$ cat src/rtl/rv32i_types.sv
// Shared CDB types and sizing constants used by the arbiter, ROB and reservation stations.
package rv32i_types;

  localparam int unsigned ROB_IDX_W = 4;
  // CDB_SIZE in the ROB/RS is derived from this lane count.
  localparam int unsigned CDB_LANES = 2;

  typedef struct packed {
    logic [ROB_IDX_W-1:0] rob;
    logic [31:0]          v;
  } cdb_pkt_t;

endpackage

$ cat src/rtl/rr_multi_picker.sv
// Rotating-priority picker: grants up to NUM_LANES valid requesters starting at ptr,
// reporting the lane each winner maps to and the index of the last winner.
module rr_multi_picker #(
  parameter int unsigned NUM_REQ   = 4,
  parameter int unsigned NUM_LANES = 2,
  parameter int unsigned PTR_W     = $clog2(NUM_REQ),
  parameter int unsigned LANE_W    = (NUM_LANES > 1) ? $clog2(NUM_LANES) : 1
) (
  input  logic [NUM_REQ-1:0]             valid,
  input  logic [PTR_W-1:0]               ptr,
  output logic [NUM_REQ-1:0]             grant,
  output logic [NUM_REQ-1:0][LANE_W-1:0] lane_of,
  output logic [PTR_W-1:0]               last_idx,
  output logic                           any_grant
);

  always_comb begin
    int unsigned     cnt;
    int unsigned     idx;
    logic [PTR_W-1:0] sel;
    grant    = '0;
    lane_of  = '0;
    last_idx = '0;
    cnt      = 0;
    idx      = 0;
    sel      = '0;
    for (int unsigned s = 0; s < NUM_REQ; s++) begin
      idx = (32'(ptr) + s) % NUM_REQ;
      sel = PTR_W'(idx);
      if (valid[sel] && (cnt < NUM_LANES)) begin
        grant[sel]   = 1'b1;
        lane_of[sel] = LANE_W'(cnt);
        last_idx     = sel;
        cnt          = cnt + 1;
      end
    end
  end

  assign any_grant = |grant;

endmodule

$ cat src/rtl/cdb_arbiter.sv
// CDB arbiter: shares NUM_LANES result-bus lanes among NUM_REQ functional units with rotating
// priority, registering the winners onto the CDB one cycle after the handshake.
module cdb_arbiter import rv32i_types::*; #(
  parameter int unsigned NUM_REQ   = 4,
  parameter int unsigned NUM_LANES = CDB_LANES,
  parameter int unsigned ROB_DEPTH = ROB_IDX_W
) (
  input  logic                                clk,
  input  logic                                rst,
  input  logic                                flush,
  input  logic [NUM_REQ-1:0]                  req_valid,
  input  logic [NUM_REQ-1:0][ROB_DEPTH-1:0]   req_rob,
  input  logic [NUM_REQ-1:0][31:0]            req_data,
  output logic [NUM_REQ-1:0]                  req_ready,
  output logic [NUM_LANES-1:0]                cdb_valid,
  output logic [NUM_LANES-1:0][ROB_DEPTH-1:0] cdb_rob,
  output logic [NUM_LANES-1:0][31:0]          cdb_rd_v,
  output logic                                arb_stall,
  output logic [15:0]                         stall_cnt
);

  localparam int unsigned PTR_W  = $clog2(NUM_REQ);
  localparam int unsigned LANE_W = (NUM_LANES > 1) ? $clog2(NUM_LANES) : 1;

  typedef struct packed {
    logic                 valid;
    logic [ROB_DEPTH-1:0] rob;
    logic [31:0]          v;
  } lane_t;

  logic [PTR_W-1:0]               rr_ptr_q, rr_ptr_d;
  lane_t [NUM_LANES-1:0]          lane_q, lane_d;
  logic [15:0]                    stall_cnt_q, stall_cnt_d;
  logic [NUM_REQ-1:0]             grant;
  logic [NUM_REQ-1:0][LANE_W-1:0] lane_of;
  logic [PTR_W-1:0]               last_idx;
  logic                           any_grant;

  rr_multi_picker #(
    .NUM_REQ   (NUM_REQ),
    .NUM_LANES (NUM_LANES),
    .PTR_W     (PTR_W),
    .LANE_W    (LANE_W)
  ) u_picker (
    .valid     (req_valid),
    .ptr       (rr_ptr_q),
    .grant     (grant),
    .lane_of   (lane_of),
    .last_idx  (last_idx),
    .any_grant (any_grant)
  );

  assign req_ready = (rst || flush) ? '0 : grant;
  assign arb_stall = (|(req_valid & ~req_ready)) & ~flush;

  // Ungranted lanes stay all-zero so the CDB never shows stale tags.
  always_comb begin
    lane_d = '0;
    for (int unsigned i = 0; i < NUM_REQ; i++) begin
      if (req_ready[i]) begin
        lane_d[lane_of[i]] = '{valid: 1'b1, rob: req_rob[i], v: req_data[i]};
      end
    end
  end

  always_comb begin
    rr_ptr_d = rr_ptr_q;
    if (flush) begin
      rr_ptr_d = '0;
    end else if (any_grant) begin
      rr_ptr_d = (last_idx == PTR_W'(NUM_REQ - 1)) ? '0 : last_idx + 1'b1;
    end
  end

  assign stall_cnt_d = (arb_stall && (stall_cnt_q != 16'hFFFF)) ? stall_cnt_q + 16'd1
                                                                : stall_cnt_q;

  always_ff @(posedge clk) begin
    if (rst) begin
      lane_q      <= '0;
      rr_ptr_q    <= '0;
      stall_cnt_q <= '0;
    end else begin
      lane_q      <= flush ? '0 : lane_d;
      rr_ptr_q    <= rr_ptr_d;
      stall_cnt_q <= stall_cnt_d;
    end
  end

  for (genvar k = 0; k < NUM_LANES; k++) begin : g_lane
    assign cdb_valid[k] = lane_q[k].valid;
    assign cdb_rob[k]   = lane_q[k].rob;
    assign cdb_rd_v[k]  = lane_q[k].v;
  end

  assign stall_cnt = stall_cnt_q;

  a_max_grants: assert property (@(posedge clk) $countones(req_ready) <= NUM_LANES);

  for (genvar i = 0; i < NUM_REQ; i++) begin : g_req_chk
    a_no_retract: assert property (@(posedge clk) disable iff (rst)
      (req_valid[i] && !req_ready[i] && !flush) |=>
      (req_valid[i] && $stable(req_rob[i]) && $stable(req_data[i])));
  end

  for (genvar k = 0; k < NUM_LANES; k++) begin : g_dup_o
    for (genvar j = k + 1; j < NUM_LANES; j++) begin : g_dup_i
      a_no_dup_rob: assert property (@(posedge clk) disable iff (rst)
        (cdb_valid[k] && cdb_valid[j]) |-> (cdb_rob[k] != cdb_rob[j]));
    end
  end

endmodule

$ cat config.mk
export PLATFORM = sky130hd
export DESIGN_NAME = cdb_arbiter
export DESIGN_NICKNAME = d
export VERILOG_FILES = /design/src/rtl/rv32i_types.sv /design/src/rtl/rr_multi_picker.sv /design/src/rtl/cdb_arbiter.sv
export SDC_FILE = /design/constraint.sdc
export NUM_CORES = 1
export LEC_CHECK = 0
export BUFFER_PORTS_ARGS = -buffer_cell sky130_fd_sc_hd__clkbuf_2
export CORE_MARGIN = 2
export CORE_UTILIZATION = 44
export DETAILED_ROUTE_END_ITERATION = 12
export PLACE_DENSITY_LB_ADDON = 0.1
export SYNTH_ARGS = -nofsm -noshare
export SYNTH_HDL_FRONTEND = slang
export SYNTH_SLANG_ARGS = --single-unit
$ cat constraint.sdc
create_clock -name clk -period 4.2 [get_ports clk]
set_input_delay 0.63 -clock clk [delete_from_list [all_inputs] [get_ports clk]]
set_output_delay 0.63 -clock clk [all_outputs]
set_load 0.02 [all_outputs]
==> Word level (Yosys, flattened, before mapping) <==
Cells that the tools add are included.
{ "classes": {"addsub": 7, "order_cmp": 19, "eq_ne": 2, "muxes": 49, "bitwise": 9, "reduce_logical": 16} }
{ "op_table": {"columns": ["cell", "n"], "rows": [
  ["$mux 74", 4],
  ["$bwmux 74", 3],
  ["$demux 37 s1", 4],
  ["$mux 37", 4],
  ["$lt 32x2->1 const B", 3],
  ["$and 74x74->74", 1],
  ["$add 32x1->32 const B", 2],
  ["$mux 32", 2],
  ["$mux 4", 8],
  ["$add 16x1->16 const B", 1],
  ["$ne 16x16->1 const B", 1],
  ["$logic_and 1x1->1", 12],
  ["$lt 2x3->1 const B", 4],
  ["$or 4x4->4", 3],
  ["$mux 2", 5],
  ["$mux 1", 9],
  ["$and 4x4->4", 2],
  ["$bmux 1 s2", 4],
  ["$bwmux 4", 2],
  ["$demux 1 s2", 4],
  ["$ge 2x1->1 const B", 4],
  ["$lt 1x2->1 const B", 4],
  ["$reduce_or 4->1", 2],
  ["$add 2x1->2 const B", 2],
  ["other kinds (8)", 12]
]} }
{ "word_totals": {"ff_bits": 92} }

==> Longest topological paths before layout <==
Gate-level depths: netlist of run 1.
{ "logic_depth": {"ltp_word": 24, "depth_mapped": 20} }

==> Hierarchy <==
A second synthesis of run 1 with hierarchy kept.
{ "unflattened": {"hier_cells": 565, "hier_area_um2": 5014.8} }
{ "by_module_without_submodules": {"columns": ["module", "n_inst", "cells_per_inst", "area_per_inst_um2", "seq_area_each_um2"], "rows": [
  ["cdb_arbiter", 1, 475, 4354.2, 1841.8],
  ["rr_multi_picker", 1, 90, 660.6, 0.0]
]} }

==> Worst setup path after synthesis of run 1 <==
Ideal clock, no wire load.
{ "synth_path": {"kind": "register to output", "startpoint": "reg (tool-made name)", "endpoint": "out req_ready[0]", "arrival_ns": 3.781, "t_required_ns": 3.570, "path_slack_ns": -0.211, "stages_incl_launch_ff": 15, "path_cell_list": "dfxtp_1 > buf_2 > inv_1 > ha_1 > buf_2 > mux4_2 > clkbuf_1 > inv_1 > ha_1 > nand2b_1 > a21oi_1 > o211ai_1 > a21oi_2 > clkbuf_1 > clkbuf_1"} }
{ "synth_rtl": {"columns": ["item", "line", "rtl"], "rows": [
  ["end, declared", "cdb_arbiter.sv:14", "output logic [NUM_REQ-1:0] req_ready,"]
]} }

==> Worst setup path after layout of run 1 <==
{ "layout_path": {"startpoint": "reg rr_ptr_q[1]", "endpoint": "out arb_stall"} }
{ "layout_between": {"elab_chain_len": 17, "elab_cells_between_ends": 54} }
{ "layout_lines": {"columns": ["item", "line", "rtl"], "rows": [
  ["start, declared", "cdb_arbiter.sv:31", "logic [PTR_W-1:0] rr_ptr_q, rr_ptr_d;"],
  ["start signal, assigned", "cdb_arbiter.sv:85", "rr_ptr_q <= rr_ptr_d;"],
  ["$bmux 1 s2", "rr_multi_picker.sv:30", "if (valid[sel] && (cnt < NUM_LANES)) begin"],
  ["$mux 1 (implied by the code)", "rr_multi_picker.sv:30", null],
  ["$mux 1", "rr_multi_picker.sv:30", null],
  ["$lt 32x2->1", "rr_multi_picker.sv:30", null],
  ["$logic_and 1x1->1", "rr_multi_picker.sv:30", null],
  ["$mux 32", "rr_multi_picker.sv:30", null],
  ["$lt 32x2->1", "rr_multi_picker.sv:30", null],
  ["$logic_and 1x1->1", "rr_multi_picker.sv:30", null],
  ["$mux 32", "rr_multi_picker.sv:30", null],
  ["$lt 32x2->1", "rr_multi_picker.sv:30", null],
  ["$logic_and 1x1->1", "rr_multi_picker.sv:30", null],
  ["$mux 4 (*)", "rr_multi_picker.sv:30", null],
  ["$mux 4 (*)", "cdb_arbiter.sv:53", "assign req_ready = (rst || flush) ? '0 : grant;"],
  ["$not 4->4 (*)", "cdb_arbiter.sv:54", "assign arb_stall = (|(req_valid & ~req_ready)) & ~flush;"],
  ["$and 4x4->4 (*)", "cdb_arbiter.sv:54", null],
  ["$reduce_or 4->1 (*)", "cdb_arbiter.sv:54", null],
  ["$and 1x1->1 (*)", "cdb_arbiter.sv:54", null],
  ["end, declared", "cdb_arbiter.sv:18", "output logic arb_stall,"]
]} }
Every way passes the cells marked *; elsewhere a longest branch is shown, timed or not. The select of a mux whose other input is x is not followed.

==> results of run 1 <==
cell usage after synthesis, types with 2 or more instances:
cell type	number	area share, %
sky130_fd_sc_hd__ha_1	9	2.0
sky130_fd_sc_hd__nor2_1	59	3.9
sky130_fd_sc_hd__mux2i_1	7	1.2
sky130_fd_sc_hd__a222oi_1	3	0.52
sky130_fd_sc_hd__o21ai_0	77	6.7
sky130_fd_sc_hd__o221a_2	37	7.3
sky130_fd_sc_hd__nand2b_1	6	0.65
sky130_fd_sc_hd__xnor2_1	7	1.1
sky130_fd_sc_hd__a31o_1	3	0.46
sky130_fd_sc_hd__a211oi_1	3	0.39
sky130_fd_sc_hd__a2111oi_2	2	0.52
sky130_fd_sc_hd__and3_1	3	0.33
sky130_fd_sc_hd__mux4_2	4	1.6
sky130_fd_sc_hd__nand4_1	6	0.65
sky130_fd_sc_hd__mux2_2	2	0.39
sky130_fd_sc_hd__buf_6	2	0.39
sky130_fd_sc_hd__dfxtp_1	92	32
sky130_fd_sc_hd__nor3_1	2	0.17
sky130_fd_sc_hd__mux2_1	6	1.2
sky130_fd_sc_hd__a221oi_1	2	0.31
sky130_fd_sc_hd__o211ai_1	2	0.26
sky130_fd_sc_hd__a21o_1	2	0.26
sky130_fd_sc_hd__inv_1	15	0.98
sky130_fd_sc_hd__nand2_1	161	11
sky130_fd_sc_hd__and2_1	7	0.76
sky130_fd_sc_hd__buf_2	9	0.78
sky130_fd_sc_hd__and4_1	2	0.31
sky130_fd_sc_hd__o31ai_1	37	4.8
sky130_fd_sc_hd__buf_1	2	0.13
sky130_fd_sc_hd__a21oi_1	13	1.1
sky130_fd_sc_hd__a21oi_2	2	0.31
sky130_fd_sc_hd__nor2b_1	45	4.9
sky130_fd_sc_hd__nand3_1	15	1.3
sky130_fd_sc_hd__a311oi_1	36	5.5
sky130_fd_sc_hd__clkbuf_1	54	3.5
layout by cell type (no fill, tap or decap), drive strengths merged, types with 8 or more instances in the layout:
cell and instances:
buf 40, ha 9, nand3 15, dfxtp 92
mux2 8, clkbuf 255, o21ai 78, nor2 59
o221a 38, inv 15, o31ai 37, nand2 161
nor2b 45, a21oi 15, a311oi 36
report_power, final:
part / switching [mW] / internal [mW]
logic: 1.43 / 0.969
clock network: 0.355 / 0.593
registers: 0.0646 / 1.08
total: 1.85 / 2.65
worst min-delay path by stage:
stage / from / end / slack [ns] / cells past startpoint
global route: req_rob[15] / cdb_rob[7] / 0.48 / 3
finish: req_rob[13] / cdb_rob[1] / 0.49 / 3
detailed placement: stall_cnt[8] / stall_cnt[8] / 0.56 / 2
floorplan: rr_ptr_q[1] / rr_ptr_q[1] / 0.59 / 2
CTS: req_rob[15] / cdb_rob[7] / 0.48 / 3
global placement: stall_cnt[10] / stall_cnt[10] / 0.54 / 2
cells by family (layout without fill, tap and decap cells):
kind of cell    after synthesis  in the layout  share of synthesized area (%)
buf+inv                      82            315                           5.82
mux                          19             19                           4.36
simple gates                311            311                           24.1
compound gates              231            231                           30.6
xor+xnor                      7              7                           1.07
flops                        92             92                           32.1
fa+ha+maj                     9              9                           1.96
repair_timing:
action	4_1_cts	5_1_grt
setup endpoints to repair	3	4
resized for setup	1	6
pin swaps	0	2
setup buffers	0	2
cloned	1	0
routing by layer:
layer	share of wire [%]	up-vias	track usage, %
met2	46	303	46.1
met5	0	-	0
met4	3.4	0	13.4
li1	-	3191	-
met3	7.7	47	6.23
met1	43	2981	35.3
flip-flops by register name (all words and copies together) (netlist names), named ones only:
register   count
cdb_valid      2
rr_ptr_q       1
cdb_rob        8
stall_cnt     16
cdb_rd_v      64
worst max-delay path: cells and delay by family, from the launching register on:
family,cells,cell delay (ns)
and+or+nand+nor,1,0.18
buffers and inverters,4,0.58
muxes,1,0.55
AOI/OAI and AO/OA,5,0.84
DFF,1,0.38
adders and majority gates,2,0.54
layout make-up:
cell class | instances | share of cell area [%]
well taps | 172 | 2.79
clock inverters | 4 | 1.28
multi-input cells | 577 | 47.3
clock buffers | 10 | 3.10
repair buffers | 286 | 20.9
inverters | 15 | 0.730
flip-flops and latches | 92 | 23.9
==> flow_summary.json, run 1 <==
{
  "critical_path.startpoint": "rr_ptr_q[1]",
  "clk-insertion-delay-late_ns": 0.35,
  "layout.area.seq_um2": 1850,
  "clk_pin_slew_ns": 0.06,
  "cts-hold-fix-buffers": 0,
  "crit_required_ns": 3.57,
  "synth_nets": 911,
  "rr_startpoint": "rr_ptr_q[1]",
  "floorplan.core_area_um2": 12700,
  "reg2reg_depth": 14,
  "timing.critical_path.to": "arb_stall",
  "chipHeight_um": 118,
  "initialDrtViolationCount": 538,
  "async_reset_ff_share_pct": 0,
  "postLayoutCoreUtil_pct": 60.9,
  "ir_drop_mv": 0.382,
  "multi_input_area_um2": 3650,
  "max_slew.worst_pin.slew_ns": 0.527,
  "final_net_count": 1141,
  "syn_avg_cell_area_um2": 7.64,
  "total_power_mw": 4.50,
  "p_per_area_nw_per_um2": 583,
  "rsz_0062_raised_after_global_routing": "no",
  "synthesis.instances": 751,
  "placed_area_um2": 7300,
  "static-leakage-power_nw": 3.35,
  "cts_max_path_buffers": 2,
  "die_x_um": 118,
  "timing.final.crit_period_ns": 4.03,
  "setup_violations": 0,
  "max_slew_margin_pct": 64.8,
  "maximum_number_of_pins_on_one_net_before_global_route_repair": 45,
  "final_cell_area_um2": 7710,
  "total_inserted_antenna_cells": 0,
  "grt-ovfl-total": 0,
  "gp_congestion": 0.907,
  "synth_sequential_area_ratio_pct": 32.1,
  "total_of_flip_flops_plus_latches_after_synthesis": 92,
  "detail_route.first_pass.iterations": 7,
  "data_arrival_time_of_the_worst_path_ns": 3.40,
  "routed-via-count": 6522,
  "vias_per_std_cell": 5.64,
  "max_clock_freq_mhz": 248,
  "holdWs_ns": 0.490,
  "gr-usage-all-layers_pct": 28.3,
  "fin_skew_ns": 0.00378,
  "layout.cells.non_filler": 1156,
  "estimated_wirelength_of_the_detail_placed_design_um": 14100,
  "max_stage_delay_ns": 0.55,
  "netlist_area_um2": 5740,
  "cts_root_buffer": "sky130_fd_sc_hd__clkbuf_16",
  "final.setup.tns_ns": 0,
  "worstSetupEndpointType": "primary output",
  "number_of_nets_with_antenna_violations_after_detailed_routing": 0,
  "preCtsSetupSlack_ns": 0.250,
  "ff2ff_setup_slack_ns": 0.35,
  "post-route-period-util_pct": 95.9,
  "cts_buffers": 9,
  "wl_per_cell_um": 17.2,
  "worstHoldPathType": "in2reg",
  "dieArea_um2": 14000,
  "cpMaxStageDelayCell": "sky130_fd_sc_hd__mux4_2",
  "nFillCells": 1226,
  "drive_above_1_share_pct": 37.2,
  "boundaryPins": 246,
  "synth.lib_cells_used.distinct": 52,
  "slew_violations": 0,
  "crit_path_cell_trace": "inv_1, ha_4, mux4_2, inv_1, ha_1, nand2b_1, a21oi_2, o211ai_1, buf_4, a21oi_4, o221a_4, a21oi_2, clkbuf_2",
  "run_status": "finished, final reports clean",
  "first_global_vias": 6288,
  "synth_edf_count": 0,
  "final.setup.worst_slack_ns": 0.171,
  "synthToLayoutAreaGrowth_pct": 34.5,
  "numClockSinks": 92,
  "finalWirelength_um": 19800,
  "ctsHtreeMaxLevel": 3,
  "r2r_end": "cdb_rob[3]",
  "critical_path.startpoint_type": "flop",
  "path_max_fanout": 6,
  "count_of_input_and_output_buffers": 245,
  "tritoncts": "done",
  "hold_viol": 0,
  "start_util_pct": 45.3,
  "drt_drc_violations_left": 0,
  "std_cell_rows": 41,
  "timing.setup.critical_path_class": "reg2out",
  "place_inst": 1139,
  "cap_viol_max_count": 0,
  "synthesis.yosys.warnings": 0,
  "synth_ff_type": "sky130_fd_sc_hd__dfxtp_1",
  "grt_antenna_before_repair": 0,
  "grt_first_pass_wirelength_um": 32100
}
Note: power is estimated with default switching activity, not from simulation.
==> run 2, diff against run 1 <==
CTS_CLUSTER_SIZE = 16   (was unset)
MAX_ROUTING_LAYER = met4   (was unset)
==> flow_summary.json, run 2 (synthesis gave the netlist of run 1 again) <==
{
  "slew_violations": 0,
  "number_of_nets_with_antenna_violations_after_detailed_routing": 0,
  "count_of_input_and_output_buffers": 245,
  "estimated_wirelength_of_the_detail_placed_design_um": 13900,
  "worstHoldPathType": "in2reg",
  "max_slew_margin_pct": 63.0,
  "layout_common_cells": "245 x sky130_fd_sc_hd__clkbuf_2, 159 x sky130_fd_sc_hd__nand2_1, 91 x sky130_fd_sc_hd__dfxtp_1, 76 x sky130_fd_sc_hd__o21ai_0, 58 x sky130_fd_sc_hd__nor2_1",
  "setup_violations": 0,
  "cts-hold-fix-buffers": 0,
  "static-leakage-power_nw": 3.31,
  "path_max_fanout": 6,
  "synthToLayoutAreaGrowth_pct": 33.8,
  "initialDrtViolationCount": 637,
  "routed-via-count": 6568,
  "run_status": "finished, final reports clean",
  "max_clock_freq_mhz": 247,
  "grt-ovfl-total": 0,
  "clk-insertion-delay-late_ns": 0.35,
  "layout_commonest_cell": "sky130_fd_sc_hd__clkbuf_2",
  "total_power_mw": 4.41,
  "gp_congestion": 0.899,
  "chipHeight_um": 118,
  "total_inserted_antenna_cells": 0,
  "worstSetupEndpointType": "primary output",
  "ir_drop_mv": 0.310,
  "final.setup.worst_slack_ns": 0.154,
  "std_cell_rows": 41,
  "final_net_count": 1140,
  "cts_max_path_buffers": 2,
  "start_util_pct": 45.3,
  "rr_startpoint": "rr_ptr_q[1]",
  "dieArea_um2": 14000,
  "grt_antenna_before_repair": 0,
  "placed_area_um2": 7290,
  "cts_buffers": 9,
  "timing.setup.critical_path_class": "reg2out",
  "min_delay_worst_endpoint": "cdb_rd_v[58]",
  "maximum_number_of_pins_on_one_net_before_global_route_repair": 75,
  "wl_per_cell_um": 17.6,
  "numClockSinks": 92,
  "reg2reg_depth": 16,
  "ctsHtreeMaxLevel": 3,
  "detail_route.first_pass.iterations": 5,
  "boundaryPins": 246,
  "max_slew.worst_pin.slew_ns": 0.550,
  "clk_pin_slew_ns": 0.07,
  "ff2ff_setup_slack_ns": 0.23,
  "drt_drc_violations_left": 0,
  "cap_viol_max_count": 0,
  "hold_viol": 0,
  "first_global_vias": 5882,
  "timing.final.crit_period_ns": 4.05,
  "post-route-period-util_pct": 96.3,
  "die_x_um": 118,
  "fin_skew_ns": 0.00482,
  "cts_root_buffer": "sky130_fd_sc_hd__clkbuf_16",
  "tritoncts": "done",
  "holdWs_ns": 0.487,
  "r2r_end": "stall_cnt[8]",
  "finalWirelength_um": 20300,
  "drive_above_1_share_pct": 37.2,
  "min_path_cells": 3,
  "preCtsSetupSlack_ns": 0.245,
  "data_arrival_time_of_the_worst_path_ns": 3.42,
  "crit_required_ns": 3.57,
  "p_per_area_nw_per_um2": 574,
  "grt_first_pass_wirelength_um": 30300,
  "final_cell_area_um2": 7680,
  "floorplan.core_area_um2": 12700,
  "largest_register_ff_count": 64,
  "hold_path_startpoint": "req_data[122]",
  "critical_path.startpoint_type": "flop",
  "vias_per_std_cell": 5.68,
  "gr-usage-all-layers_pct": 27.6
}
[run 2: changes by cell type in the layout (fill, tap and decap cells not counted), moves of 2 or more]
| cell | previous run | this run |
|---|---|---|
| sky130_fd_sc_hd__clkbuf_16 | 9 | 11 |
| sky130_fd_sc_hd__clkinvlp_4 | 0 | 2 |
| sky130_fd_sc_hd__buf_4 | 36 | 34 |
| sky130_fd_sc_hd__bufinv_16 | 3 | 1 |
[run 2: worst max path at each step]
| stage | from | endpoint | slack (ns) |
|---|---|---|---|
| after CTS | rr_ptr_q[1] | arb_stall | 0.07 |
| final | rr_ptr_q[1] | arb_stall | 0.15 |
| after floorplan | flop | cdb_rd_v[10] | 0.04 |
| after detailed placement | rr_ptr_q[1] | stall_cnt[3] | 0.25 |
| after global routing | rr_ptr_q[1] | arb_stall | -0.006 |
| after global placement | rr_ptr_q[1] | cdb_rd_v[34] | 0.30 |
[run 2: repair_timing]
action	in CTS	in global routing
pin swaps	0	1
setup buffers	0	2
setup endpoints to repair	2	4
gates cloned	0	2
resized for setup	2	7
[run 2: per-stage QoR]
stage | util (%) | cells | TNS (ns)
floorplan | - | 751 | 0
global placement | 57.5 | 1137 | 0
detailed placement | 57.5 | 1137 | 0
CTS | 59.8 | 1152 | 0
global route | 60.6 | 1156 | -0.00994
finish | 60.6 | 1156 | 0
[run 2: worst max-delay path, stage by stage, from the launching register on]
cell	delay, ns
sky130_fd_sc_hd__dfxtp_2	0.38
sky130_fd_sc_hd__inv_1	0.13
sky130_fd_sc_hd__ha_4	0.30
sky130_fd_sc_hd__mux4_2	0.55
sky130_fd_sc_hd__inv_1	0.11
sky130_fd_sc_hd__ha_1	0.24
sky130_fd_sc_hd__nand2b_1	0.17
sky130_fd_sc_hd__a21o_1	0.21
sky130_fd_sc_hd__a21o_1	0.20
sky130_fd_sc_hd__nand2_1	0.11
sky130_fd_sc_hd__nand2_2	0.13
sky130_fd_sc_hd__inv_4	0.12
sky130_fd_sc_hd__o221a_4	0.22
sky130_fd_sc_hd__a21oi_2	0.06
sky130_fd_sc_hd__clkbuf_2	0.16
[run 2: power breakdown]
| part | total (mW) | internal, mW | switching [mW] |
|---|---|---|---|
| clock | 0.838 | 0.474 | 0.364 |
| combinational | 2.42 | 0.963 | 1.46 |
| sequential | 1.15 | 1.08 | 0.0671 |
| total | 4.41 | 2.52 | 1.89 |
[run 2: routing by layer]
| layer | global-route usage [%] | vias to the layer above | wire length [µm] |
|---|---|---|---|
| met5 | - | - | 0 |
| met4 | 9.86 | 0 | 503 |
| met3 | 4.78 | 36 | 1460 |
| met2 | 44.7 | 309 | 9680 |
| met1 | 34.6 | 3054 | 8690 |
| li1 | - | 3169 | - |
[run 2: cell type report]
class                           count  area (µm²)
Clock buffer                       11         243
Fill cell                        1172        4990
Tap cell                          172         215
Sequential cell                    92        1840
Timing Repair Buffer              285        1610
Multi-Input combinational cell    577        3660
Clock inverter                      4        50.0
Inverter                           15        58.8
==> run 3, diff against run 2 <==
ABC_AREA = 1   (was unset)
CORE_UTILIZATION = 45   (was 44)
TNS_END_PERCENT = 1   (was unset)
==> flow_summary.json, run 3 <==
{
  "synthesis.yosys.warnings": 0,
  "dieArea_um2": 15200,
  "wl_per_cell_um": 16.0,
  "max_slew.worst_pin.slew_ns": 0.893,
  "rsz_0062_raised_after_global_routing": "no",
  "std_cell_rows": 43,
  "vias_per_std_cell": 5.20,
  "hold_viol": 0,
  "grt_first_pass_wirelength_um": 34700,
  "post-route-period-util_pct": 90.8,
  "static-leakage-power_nw": 4.15,
  "drive_above_1_share_pct": 26.3,
  "max_slew_margin_pct": 40.4,
  "power.share.clock_pct": 21.0,
  "synth_ff_type": "sky130_fd_sc_hd__dfxtp_1",
  "path_max_fanout": 8,
  "data_arrival_time_of_the_worst_path_ns": 3.19,
  "first_global_vias": 6669,
  "clk_pin_slew_ns": 0.07,
  "total_inserted_antenna_cells": 0,
  "synthesis.instances": 1026,
  "total_of_flip_flops_plus_latches_after_synthesis": 92,
  "routed-via-count": 7393,
  "cts-hold-fix-buffers": 0,
  "netlist_area_um2": 6390,
  "comb_power_share_pct": 50.8,
  "synthToLayoutAreaGrowth_pct": 23.9,
  "final.setup.tns_ns": 0,
  "fin_skew_ns": 0.00845,
  "grt-ovfl-total": 0,
  "run_status": "finished, final reports clean",
  "grt_antenna_before_repair": 0,
  "async_reset_ff_share_pct": 0,
  "grtUsageMet2_pct": 48.5,
  "slew_violations": 0,
  "floorplan.core_area_um2": 13900,
  "maximum_number_of_pins_on_one_net_before_global_route_repair": 53,
  "syn_avg_cell_area_um2": 6.22,
  "synth_top_cell_by_area": "sky130_fd_sc_hd__dfxtp_1",
  "top_count_cell_post_synth": "sky130_fd_sc_hd__nand2_1",
  "die_x_um": 123,
  "grt.met1_usage_pct": 38.6,
  "worstSetupEndpointType": "primary output",
  "finalWirelength_um": 22700,
  "clk-insertion-delay-late_ns": 0.35,
  "cap_viol_max_count": 0,
  "top_usage_layer": "met2",
  "layout_common_cells": "250 x sky130_fd_sc_hd__nand2_1, 245 x sky130_fd_sc_hd__clkbuf_2, 150 x sky130_fd_sc_hd__nor2_1, 90 x sky130_fd_sc_hd__dfxtp_1, 89 x sky130_fd_sc_hd__inv_1",
  "ctsHtreeMaxLevel": 3,
  "max_clock_freq_mhz": 262,
  "final_net_count": 1397,
  "gp_congestion": 0.913,
  "sequential_power_share_pct": 28.2,
  "estimated_wirelength_of_the_detail_placed_design_um": 16800,
  "drt_drc_violations_left": 0,
  "power.switching_mw": 1.80,
  "p_per_area_nw_per_um2": 484,
  "synth_edf_count": 0,
  "timing.final.crit_period_ns": 3.82,
  "number_of_nets_with_antenna_violations_after_detailed_routing": 0,
  "postLayoutCoreUtil_pct": 57.0,
  "detail_route.first_pass.iterations": 5,
  "chipHeight_um": 123,
  "cts_root_buffer": "sky130_fd_sc_hd__clkbuf_16",
  "largest_register_ff_count": 64,
  "cts_buffers": 9,
  "synth_largest_type_area_fraction_pct": 28.8,
  "power_switching_share_pct": 46.9,
  "globalRouteMet3Util_pct": 5.81,
  "initialDrtViolationCount": 649,
  "cts_max_path_buffers": 2,
  "synth_sequential_area_ratio_pct": 28.8,
  "cellInternalPower_mw": 2.03,
  "gr-usage-all-layers_pct": 30.5,
  "numClockSinks": 92,
  "ir_drop_mv": 0.225,
  "synth_area_leaders": "sky130_fd_sc_hd__dfxtp_1 29%, sky130_fd_sc_hd__nand2_1 15%, sky130_fd_sc_hd__nor2_1 8.8%",
  "timing.setup.critical_path_class": "reg2out",
  "critical_path.startpoint_type": "flop",
  "boundaryPins": 246,
  "synth_nets": 1186,
  "start_util_pct": 46.0,
  "worstHoldPathType": "in2reg",
  "count_of_input_and_output_buffers": 245,
  "synth.top_cells.by_count": "250 x sky130_fd_sc_hd__nand2_1, 150 x sky130_fd_sc_hd__nor2_1, 92 x sky130_fd_sc_hd__dfxtp_1",
  "layout_commonest_cell": "sky130_fd_sc_hd__nand2_1",
  "crit_required_ns": 3.57,
  "setup_violations": 0,
  "synth.lib_cells_used.distinct": 42,
  "tritoncts": "done"
}
[run 3: changes by cell type after synthesis, moves of 38 or more]
cell                      previous run  this run
sky130_fd_sc_hd__a21oi_1            13        51
sky130_fd_sc_hd__inv_1              15        89
sky130_fd_sc_hd__nand2_1           161       250
sky130_fd_sc_hd__nand3_1            15        85
sky130_fd_sc_hd__nor2_1             59       150
sky130_fd_sc_hd__nor2b_1            45         0
[run 3: layout make-up]
type	instances	area (µm²)
fill	1444	5970
multi-input combinational	773	3820
sequential	92	1850
timing repair buffer	259	1340
inverter	102	392
clock buffer	10	239
tap	180	225
clock inverter	6	47.5
[run 3: logic make-up (layout without fill, tap and decap cells)]
kind of cell | Yosys count | in the layout | synth area share, %
buffers and inverters | 161 | 377 | 11.4
adder cells (fa/ha/maj) | 9 | 9 | 1.76
flip-flops | 92 | 92 | 28.8
XOR/XNOR | 17 | 17 | 2.33
AND/OR/NAND/NOR | 568 | 568 | 40.2
AO/OA/AOI/OAI | 179 | 179 | 15.5
[run 3: final timing paths]
check / from / to / slack [ns] / cells after the start
setup / recovery: rr_ptr_q[1] / arb_stall / 0.38 / 18
setup reg to reg: rr_ptr_q[1] / cdb_rd_v[11] / 0.64 / 18
hold reg to reg: stall_cnt[8] / stall_cnt[8] / 0.52 / 2
hold / removal: req_data[120] / cdb_rd_v[24] / 0.50 / 3
[run 3: power by group through the flow]
stage / combinational [mW] / sequential, mW / clock [mW]
2_1_floorplan: 1.23 / 1.25 / 0
3_3_place_gp: 1.93 / 1.10 / 0
3_5_place_dp: 1.93 / 1.10 / 0
4_1_cts: 1.94 / 1.08 / 0.824
5_1_grt: 2.15 / 1.09 / 0.858
6_report: 1.95 / 1.08 / 0.804
[run 3: timing repair]
| action | in CTS | in global routing |
|---|---|---|
| endpoints found under the setup margin | 0 | 4 |
| resized for setup | 0 | 4 |
| hold endpoints to repair | 0 | 0 |
| setup buffers | 0 | 0 |
[run 3: metrics by stage]
step | setup slack (ns) | area (µm²) | total power [mW] | hold WS (ns) | instances
finish | 0.384 | 7920 | 3.83 | 0.501 | 1422
global route | 0.0621 | 7920 | 4.10 | 0.512 | 1422
CTS | 0.142 | 7910 | 3.84 | 0.491 | 1422
detailed placement | 0.450 | 7620 | 3.03 | 0.513 | 1406
global placement | 0.515 | 7620 | 3.02 | 0.487 | 1406
floorplan | 0.876 | 6390 | 2.48 | 0.559 | 1026
[run 3: worst max-delay path, stage by stage (launching register included)]
cell	delay (ns)
sky130_fd_sc_hd__dfxtp_4	0.41
sky130_fd_sc_hd__inv_2	0.09
sky130_fd_sc_hd__ha_1	0.30
sky130_fd_sc_hd__inv_1	0.10
sky130_fd_sc_hd__nand2_1	0.09
sky130_fd_sc_hd__nand2_2	0.16
sky130_fd_sc_hd__inv_2	0.09
sky130_fd_sc_hd__ha_1	0.35
sky130_fd_sc_hd__nand2_1	0.08
sky130_fd_sc_hd__nor2_2	0.15
sky130_fd_sc_hd__nor2_4	0.08
sky130_fd_sc_hd__nand3_2	0.13
sky130_fd_sc_hd__nand2_2	0.09
sky130_fd_sc_hd__nand2_2	0.18
sky130_fd_sc_hd__nand2_1	0.07
sky130_fd_sc_hd__nand2_1	0.08
sky130_fd_sc_hd__inv_2	0.05
sky130_fd_sc_hd__a21oi_1	0.15
sky130_fd_sc_hd__clkbuf_2	0.19
[run 3: metal layers]
metal,vias up,wire [µm]
li1,3752,-
met1,3301,9620
met2,303,10700
met3,37,1840
met4,0,582
met5,-,0
